## src/rtl/modcount_sequencer_if.sv

```systemverilog
// Command, config and status bundle for the cascaded modulo-counter time base.
// master drives commands/config (system side); slave is the sequencer.
interface modcount_sequencer_if #(
    parameter int STAGES = 3,
    parameter int WIDTH  = 8
);
    logic                      tick_in;
    logic                      start;
    logic                      stop;
    logic                      clear;
    logic                      cfg_valid;
    logic [1:0]                cfg_stage;
    logic [WIDTH-1:0]          cfg_limit;
    logic                      cfg_ready;
    logic [STAGES*WIDTH-1:0]   count;
    logic [STAGES-1:0]         stage_wrap;
    logic                      carry_out;
    logic [1:0]                state;

    modport master (
        output tick_in, start, stop, clear, cfg_valid, cfg_stage, cfg_limit,
        input  cfg_ready, count, stage_wrap, carry_out, state
    );

    modport slave (
        input  tick_in, start, stop, clear, cfg_valid, cfg_stage, cfg_limit,
        output cfg_ready, count, stage_wrap, carry_out, state
    );
endinterface

```

## src/rtl/modcount_sequencer.sv

```systemverilog
// Cascaded programmable modulo counters (e.g. sec/min/hour) with a
// run/pause/clear FSM, per-stage limit registers and single-cycle carry lookahead.
module modcount_stage #(
    parameter int WIDTH = 8
) (
    input  logic             clk_i,
    input  logic             rst_n_i,
    input  logic             clr_i,
    input  logic             adv_i,
    input  logic [WIDTH-1:0] limit_i,
    output logic [WIDTH-1:0] cnt_o,
    output logic             term_o,
    output logic             wrap_o
);
    logic [WIDTH-1:0] cnt_q, cnt_d;
    logic             wrap_q, wrap_d;
    logic [WIDTH:0]   cnt_p1;

    // Limits 0 and 1 are both modulus 1; a count at or above limit-1 is terminal,
    // so lowering the limit under the count forces a wrap on the next advance.
    assign cnt_p1 = {1'b0, cnt_q} + (WIDTH+1)'(1);
    assign term_o = (limit_i <= WIDTH'(1)) || (cnt_p1 >= {1'b0, limit_i});

    always_comb begin
        cnt_d  = cnt_q;
        wrap_d = 1'b0;
        if (clr_i) begin
            cnt_d = '0;
        end else if (adv_i) begin
            cnt_d  = term_o ? '0 : cnt_p1[WIDTH-1:0];
            wrap_d = term_o;
        end
    end

    always_ff @(posedge clk_i or negedge rst_n_i) begin
        if (!rst_n_i) begin
            cnt_q  <= '0;
            wrap_q <= 1'b0;
        end else begin
            cnt_q  <= cnt_d;
            wrap_q <= wrap_d;
        end
    end

    assign cnt_o  = cnt_q;
    assign wrap_o = wrap_q;
endmodule

module modcount_sequencer #(
    parameter int STAGES      = 3,
    parameter int WIDTH       = 8,
    parameter int RESET_LIMIT = 10
) (
    input  logic                clk_in,
    input  logic                rst_n_in,
    modcount_sequencer_if.slave bus
);
    typedef enum logic [1:0] {IDLE = 2'd0, RUN = 2'd1, PAUSE = 2'd2} state_e;

    state_e                         state_q, state_d;
    logic                           cfg_ready;
    logic                           adv0;
    logic [STAGES-1:0][WIDTH-1:0]   limit_q;
    logic [STAGES-1:0][WIDTH-1:0]   cnt;
    logic [STAGES-1:0]              adv, term, wrap;
    logic                           carry_q;

    always_ff @(posedge clk_in or negedge rst_n_in) begin
        if (!rst_n_in) state_q <= IDLE;
        else           state_q <= state_d;
    end

    // clear > stop > start; start in RUN and stop outside RUN are no-ops.
    always_comb begin
        state_d = state_q;
        if (bus.clear) begin
            state_d = IDLE;
        end else begin
            case (state_q)
                RUN:        if (bus.stop)  state_d = PAUSE;
                IDLE,PAUSE: if (bus.start) state_d = RUN;
                default:    state_d = IDLE;
            endcase
        end
    end

    // Ticks only count while staying in RUN; edges that take stop/clear drop them.
    always_comb begin
        cfg_ready = (state_q != RUN);
        adv0      = (state_q == RUN) && bus.tick_in && !bus.clear && !bus.stop;
    end

    always_ff @(posedge clk_in or negedge rst_n_in) begin
        if (!rst_n_in) begin
            for (int i = 0; i < STAGES; i++) limit_q[i] <= WIDTH'(RESET_LIMIT);
        end else if (bus.cfg_valid && cfg_ready) begin
            for (int i = 0; i < STAGES; i++)
                if (bus.cfg_stage == 2'(i)) limit_q[i] <= bus.cfg_limit;
        end
    end

    for (genvar g = 0; g < STAGES; g++) begin : g_stage
        if (g == 0) begin : g_first
            assign adv[g] = adv0;
        end else begin : g_next
            assign adv[g] = adv[g-1] & term[g-1];
        end

        modcount_stage #(.WIDTH(WIDTH)) u_stage (
            .clk_i   (clk_in),
            .rst_n_i (rst_n_in),
            .clr_i   (bus.clear),
            .adv_i   (adv[g]),
            .limit_i (limit_q[g]),
            .cnt_o   (cnt[g]),
            .term_o  (term[g]),
            .wrap_o  (wrap[g])
        );
    end

    always_ff @(posedge clk_in or negedge rst_n_in) begin
        if (!rst_n_in) carry_q <= 1'b0;
        else           carry_q <= &(adv & term);
    end

    assign bus.cfg_ready  = cfg_ready;
    assign bus.count      = cnt;
    assign bus.stage_wrap = wrap;
    assign bus.carry_out  = carry_q;
    assign bus.state      = state_q;
endmodule

```

## src/flat_wrapper.sv

```systemverilog
// flat-port wrapper written by rule: the top's interface ports become plain ports
module modcount_sequencer_flat 
#(
    parameter int STAGES      = 3,
    parameter int WIDTH       = 8,
    parameter int RESET_LIMIT = 10
)
  (clk_in, rst_n_in, bus_tick_in, bus_start, bus_stop, bus_clear, bus_cfg_valid, bus_cfg_stage, bus_cfg_limit, bus_cfg_ready, bus_count, bus_stage_wrap, bus_carry_out, bus_state);
  modcount_sequencer_if #(.STAGES(STAGES), .WIDTH(WIDTH)) bus_i ();
  input  logic clk_in;
  input  logic rst_n_in;
  input wire logic [$bits(bus_i.tick_in)-1:0] bus_tick_in;
  input wire logic [$bits(bus_i.start)-1:0] bus_start;
  input wire logic [$bits(bus_i.stop)-1:0] bus_stop;
  input wire logic [$bits(bus_i.clear)-1:0] bus_clear;
  input wire logic [$bits(bus_i.cfg_valid)-1:0] bus_cfg_valid;
  input wire logic [$bits(bus_i.cfg_stage)-1:0] bus_cfg_stage;
  input wire logic [$bits(bus_i.cfg_limit)-1:0] bus_cfg_limit;
  output wire logic [$bits(bus_i.cfg_ready)-1:0] bus_cfg_ready;
  output wire logic [$bits(bus_i.count)-1:0] bus_count;
  output wire logic [$bits(bus_i.stage_wrap)-1:0] bus_stage_wrap;
  output wire logic [$bits(bus_i.carry_out)-1:0] bus_carry_out;
  output wire logic [$bits(bus_i.state)-1:0] bus_state;
  assign bus_i.tick_in = bus_tick_in;
  assign bus_i.start = bus_start;
  assign bus_i.stop = bus_stop;
  assign bus_i.clear = bus_clear;
  assign bus_i.cfg_valid = bus_cfg_valid;
  assign bus_i.cfg_stage = bus_cfg_stage;
  assign bus_i.cfg_limit = bus_cfg_limit;
  assign bus_cfg_ready = bus_i.cfg_ready;
  assign bus_count = bus_i.count;
  assign bus_stage_wrap = bus_i.stage_wrap;
  assign bus_carry_out = bus_i.carry_out;
  assign bus_state = bus_i.state;
  modcount_sequencer #(.STAGES(STAGES), .WIDTH(WIDTH), .RESET_LIMIT(RESET_LIMIT)) u_core (.clk_in(clk_in), .rst_n_in(rst_n_in), .bus(bus_i));
endmodule
```

## config.mk

```make
export PLATFORM = sky130hd
export DESIGN_NAME = modcount_sequencer_flat
export DESIGN_NICKNAME = d
export VERILOG_FILES = /design/src/rtl/modcount_sequencer_if.sv /design/src/rtl/modcount_sequencer.sv /design/src/flat_wrapper.sv
export SDC_FILE = /design/constraint.sdc
export NUM_CORES = 1
export LEC_CHECK = 0
export BUFFER_PORTS_ARGS = -buffer_cell sky130_fd_sc_hd__clkbuf_2
export CAP_MARGIN = 20
export CORE_ASPECT_RATIO = 2
export CORE_MARGIN = 8
export CORE_UTILIZATION = 50
export DETAILED_ROUTE_END_ITERATION = 6
export PLACE_DENSITY_LB_ADDON = 0.25
export RECOVER_POWER = 100
export SYNTH_ARGS = -nofsm -noshare
export SYNTH_HDL_FRONTEND = slang
export SYNTH_HIERARCHICAL = 1
export SYNTH_SLANG_ARGS = --single-unit
export TNS_END_PERCENT = 20
```

## constraint.sdc

```tcl
create_clock -name clk_in -period 6.61 [get_ports clk_in]
set_input_delay 0.9915 -clock clk_in [delete_from_list [all_inputs] [get_ports clk_in]]
set_output_delay 0.9915 -clock clk_in [all_outputs]
set_load 0.1 [all_outputs]
```

==> metrics, run 1 <==
Layout area overhead 13.46%; root buf cell clkbuf_16; Avg Inst Size Synth 10.60 sq um; Starting Density 51.06%; dpl ws 2785 ps; Post-Place Cell Area 3661 sq um; Slew Viols, Final 64; worst hold path type reg -> reg; minimum clock period 4187 ps; PostCTS Resize Cnt 0; failing checks max-capacitance violations, max-slew violations; CP Class reg -> reg; # fillers 601; Total Nets Final 411; DP HPWL 5874 um; GRT Util Overall 16.51%; commonest non-fill, non-tap cell in the layout dfrtp_1; Peak VDD IR 0.1939 mV; Worst path max stage delay 600 ps; Leak 1.807 nW; post-synthesis xor/xnor area fraction 4.739%; Final period util 63.35%; status finished, violations left; Sw Pwr 0.2567 mW; Reg clk slew, reported paths 70 ps; Worst Path Required 6750 ps; Rows 42; DRC 0; post-synthesis compound-gate area fraction 12.00%; ys async rst share 100.0%; Cells after Synth 314; Cell Chain, Critical Path ha_1, and3_1, and3_1, xor2_1, ha_1, a21oi_1, nand2_1, a221o_1, nor3_1, inv_1, nand4_1, inv_1, clkinv_1, nor2_1, mux2_2, a32oi_1, nor2_1; Sink Count 54; RSZ-0062 raised after global routing no; Mapped Area 3327 sq um; combinational power share 18.3%; Met1 Wirelength 3233 um; Worst R2R Path Depth 17; Detailed Route WL 7759 um; Clk Latency, worst-skew pair 300 ps; pwr/cell area 245.1 nW/um^2; actual slew at the worst max-slew pin 2936 ps; vias in the first global route 2675; number of synthesized flops with an enable pin 0; core box area 6516 sq um; Max transition margin -95.74%; postcts setup bufs 0; syn_nets 358; first-pass GRT wire length 12580 um; Max Buffers Root-to-Sink 2; initial antenna violation count 0; initial DRC count 164; post-synthesis simple-gate area fraction 19.63%; Non-Filler Instances 456; antenna-violating nets left 0; total negative setup slack 0 ps; largest net degree at the start of global routing 55; Switching Share 27.74%; final RePlAce weighted congestion 0.8280; mux cell area share after synthesis 8.462%; Critical Path End Type flop; Synth Register Bits 54; wire length per cell 17.02 um; Vias/cell 5.719; final core occ 57.93%; WP data arrival 4330 ps; Distinct cells, synth 50; CTS Buf Count 5; htree depth 2; layout cells sized above 1 16.30%; CTS tree built; CP Max Fanout 9; Die Y 131.4 um; met3 wire len 272 um; Die W 73.68 um; minimum hold slack 520.6 ps; Post-Layout Inst Area 3775 sq um; internal power contribution 0.6687 mW; Top FF cell, synth dfrtp_1; Clk pwr share 37.5%; grt ovf 0; # hold bufs at CTS 0; most frequent cells in the layout dfrtp_1 (48), clkbuf_1 (35), inv_1 (31); combinational family with the most area after synthesis simple AND/OR/NAND/NOR gates; Pre-Repair DR Iteration Count 4; WHS Path Cells 1; Achievable Freq 238.8 MHz; Ports 48; Post-Synth Adder-Cell Area 10.15%; Die ar. 9679 sq um; Post-Route Skew 7.248 ps; Diodes inserted 0; WL met2 4067 um; Ys Warns 6; Worst setup SP type flop; final hold vios 0; Max Used Layer met4; Seq pwr share 44.1%; Setup WS post-layout 2423 ps; # port buffers 47; Final Power 0.9254 mW; # setup viols final 0; Seq/Total Area, Yosys 40.84%; Inst Count DP 448; Max-cap violations 2; CP max-delay cell nor3_1; via count 2608
-- flip-flops by register name, summed over array words and instances, names as in the netlist --
signal and flops:
u_core/g_stage.u_stage/cnt_o 24, u_core/limit_q 24, u_core/g_stage.u_stage/wrap_o 3, u_core/bus.state 2
u_core/bus.carry_out 1
-- final timing paths --
kind                                                          from                                 end  slack [ps]
worst max-delay path            u_core/g_stage[0].u_stage/cnt_o[0]  u_core/g_stage[1].u_stage/cnt_o[5]        2420
worst min-delay path                            u_core/limit_q[16]                  u_core/limit_q[16]         520
worst max register to register  u_core/g_stage[0].u_stage/cnt_o[0]  u_core/g_stage[1].u_stage/cnt_o[5]        2420
worst min register to register                  u_core/limit_q[16]                  u_core/limit_q[16]         520
max in group asynchronous                                 rst_n_in  u_core/g_stage[0].u_stage/cnt_o[2]        3210
min in group asynchronous                                 rst_n_in    u_core/g_stage[2].u_stage/wrap_o        1740
-- per-layer routing --
metal | vias to the layer above | global-route usage, %
li1 | 1257 | -
met1 | 1270 | 18.91
met2 | 69 | 28.14
met3 | 12 | 3.125
met4 | 0 | 7.399
met5 | - | 0
-- cell type report --
cell class	instances	area, sq um	area share [%]
multi-input cells	226	1790	47.43
flip-flops and latches	54	1359	36.00
repair buffers	48	196.4	5.204
clock buffers	6	138.9	3.679
inverters	32	120.1	3.182
well taps	88	110.1	2.917
clock inverters	2	60.06	1.591
-- critical path: cells and delay by family (launching register included) --
kind                     cells  cell delay (ps)
AO/OA/AOI/OAI                3              760
buffers and inverters        3              450
flip-flops                   1              450
XOR/XNOR                     1              160
adder cells (fa/ha/maj)      2              580
multiplexers                 1              270
AND/OR/NAND/NOR              7             1370
-- cells by family (layout without fill, tap and decap cells) --
| kind of cell | after synthesis | in the layout |
|---|---|---|
| flip-flops | 54 | 54 |
| multiplexers | 25 | 25 |
| AO/OA/AOI/OAI | 49 | 49 |
| XOR/XNOR | 18 | 18 |
| adder cells (fa/ha/maj) | 27 | 27 |
| buffers and inverters | 34 | 88 |
| AND/OR/NAND/NOR | 107 | 107 |
-- cells in the mapped netlist, types with 3 or more instances --
master,number,share of area (%)
a21oi_1,11,1.7
a221o_1,4,1.2
a31oi_1,3,0.56
a32o_1,8,2.4
and3_1,11,2.1
dfrtp_1,48,36
dfstp_2,6,4.7
ha_1,27,10
inv_1,31,3.5
mux2_2,25,8.5
nand2_1,15,1.7
nand2b_1,9,1.7
nand3_1,13,2.0
nand3b_1,3,0.68
nand4_1,4,0.75
nor2_1,20,2.3
nor2b_1,3,0.56
nor3_1,6,0.90
nor4_1,4,0.75
o211ai_1,3,0.68
o21ai_0,5,0.75
xnor2_1,7,1.8
xor2_1,11,2.9
-- power groups by stage --
stage | logic [mW] | registers, mW | clock network (mW)
after floorplan | 0.111 | 0.423 | 0
after global placement | 0.164 | 0.412 | 0
after detailed placement | 0.174 | 0.414 | 0
after CTS | 0.176 | 0.408 | 0.353
after global routing | 0.188 | 0.414 | 0.365
final | 0.170 | 0.408 | 0.347
Power figures use the tool's default switching activity.
==> inputs of run 2 (changes only) <==
==> constraint.sdc (replaced) <==
create_clock -name clk_in -period 3.8 [get_ports clk_in]
set_input_delay 0.57 -clock clk_in [delete_from_list [all_inputs] [get_ports clk_in]]
set_output_delay 0.57 -clock clk_in [all_outputs]
set_load 0.1 [all_outputs]
==> run 2 against run 1 <==
Against the previous run:
- sequential share of layout area decreased by 0.10 points
- the flow still finishes with violations (max-capacitance violations, max-slew violations)
- global-route usage increased by 0.45 points
- cell count increased by 1.3%
- highest routed layer unchanged
- non-clock buffer count increased by 6
==> metrics, run 2 (synthesis results as in run 1) <==
status finished, violations left; failing checks max-capacitance violations, max-slew violations; Die W 73.68 um; DRC 0; reg-to-reg endpoint u_core/g_stage[1].u_stage/cnt_o[6]; Reg clk slew, reported paths 70 ps; Pre-Repair DR Iteration Count 4; WP data arrival 3830 ps; Final Power 1.527 mW; Rows 42; Max Buffers Root-to-Sink 2; # hold bufs at CTS 0; Die ar. 9679 sq um; minimum clock period 3648 ps; first-pass GRT wire length 13190 um; vias in the first global route 2761; final hold vios 0; root buf cell clkbuf_16; CP Max Fanout 8; worst hold path type in -> async; commonest non-fill, non-tap cell in the layout dfrtp_1; pwr/cell area 400.8 nW/um^2; CTS Buf Count 5; Layout area overhead 14.52%; wire length per cell 17.11 um; antenna-violating nets left 0; grt ovf 0; Diodes inserted 0; Die Y 131.4 um; Peak VDD IR 0.3471 mV; Ports 48; Achievable Freq 274.1 MHz; Slew Viols, Final 9; Max transition margin -13.55%; Crit. Startpoint u_core/g_stage[0].u_stage/cnt_o[0]; Max-cap violations 1; initial antenna violation count 0; Post-Route Skew 6.076 ps; reg2reg start u_core/g_stage[0].u_stage/cnt_o[0]; GRT Util Overall 16.97%; final RePlAce weighted congestion 0.8676; core box area 6516 sq um; Starting Density 51.06%; Worst Path Required 3990 ps; R2R Setup Slk 150 ps; # port buffers 47; most frequent cells in the layout dfrtp_1 (43), clkbuf_1 (36), inv_1 (31); CTS tree built; # fillers 631; actual slew at the worst max-slew pin 1680 ps; htree depth 2; Worst setup SP type flop; layout cells sized above 1 19.79%; initial DRC count 148; CP Class reg -> reg; Vias/cell 5.706; via count 2636; largest net degree at the start of global routing 24; Total Nets Final 417; Leak 1.808 nW; area of the multi-input gates 1809 sq um; DP HPWL 5991 um; Critical Path End Type flop; Detailed Route WL 7903 um; Sink Count 54; Worst R2R Path Depth 16; minimum hold slack 440.9 ps; # setup viols final 0; Clk Latency, worst-skew pair 290 ps; Register Area 1368 sq um; Final period util 96.00%
## run 2: worst max-delay path, stage by stage, from the launching register on
cell and delay, ps:
dfrtp_4 510, ha_1 270, and3_1 220, and3_1 220, xor2_1 160, ha_1 330, o21a_1 140, o211ai_1 110
a221oi_2 330, nor3_2 100, inv_1 80, nand4_1 100, inv_1 220, clkinv_1 190, nor4b_1 320, o211ai_1 120
o21ai_0 120
## run 2: layer usage
| metal | vias to the layer above | routed length, um | share of wire, % | global-route usage [%] |
|---|---|---|---|---|
| met5 | - | 0 | 0 | 0 |
| met4 | 0 | 240 | 3.0 | 7.287 |
| met3 | 16 | 264 | 3.3 | 2.820 |
| met2 | 61 | 4062 | 51 | 28.19 |
| met1 | 1289 | 3335 | 42 | 20.48 |
| li1 | 1270 | - | - | - |
## run 2: how the worst max path moves through the flow
stage / depth (start not counted) / end
floorplan: 14 / u_core/g_stage[2].u_stage/cnt_o[5]
global placement: 17 / u_core/g_stage[1].u_stage/cnt_o[5]
detailed placement: 15 / u_core/g_stage[2].u_stage/cnt_o[5]
CTS: 15 / u_core/g_stage[2].u_stage/cnt_o[5]
global route: 16 / u_core/g_stage[1].u_stage/cnt_o[6]
finish: 16 / u_core/g_stage[1].u_stage/cnt_o[6]
## run 2: final cells by class
cell class | count | area share (%)
Clock buffer | 6 | 3.383
Clock inverter | 2 | 0.9852
Inverter | 32 | 3.153
Multi-Input combinational cell | 226 | 47.49
Sequential cell | 54 | 35.89
Tap cell | 88 | 2.890
Timing Repair Buffer | 54 | 6.207
## run 2: power breakdown
group	switching [mW]	internal (mW)	leakage [nW]
Combinational	0.181	0.123	1.05
Clock	0.203	0.311	0.0771
Sequential	0.0598	0.650	0.686
Total	0.444	1.08	1.81
## run 2: metrics by stage
step / worst slack, ps / TNS, ps / cell area (sq um) / cells / util [%]
finish: 152.0 / 0 / 3810 / 462 / 58.47
global route: -29.53 / -51.20 / 3810 / 462 / 58.47
CTS: 84.37 / 0 / 3866 / 460 / 59.33
detailed placement: 148.6 / 0 / 3700 / 452 / 56.78
global placement: 325.9 / 0 / 3700 / 452 / 56.78
floorplan: -6.201 / -6.201 / 3336 / 314 / -
## run 2: repair_timing
action / in CTS / in global routing
endpoints found under the setup margin: 0 / 3
gates resized for setup: 0 / 2
endpoints found under the hold margin: 0 / 0
buffers inserted: 0 / 2
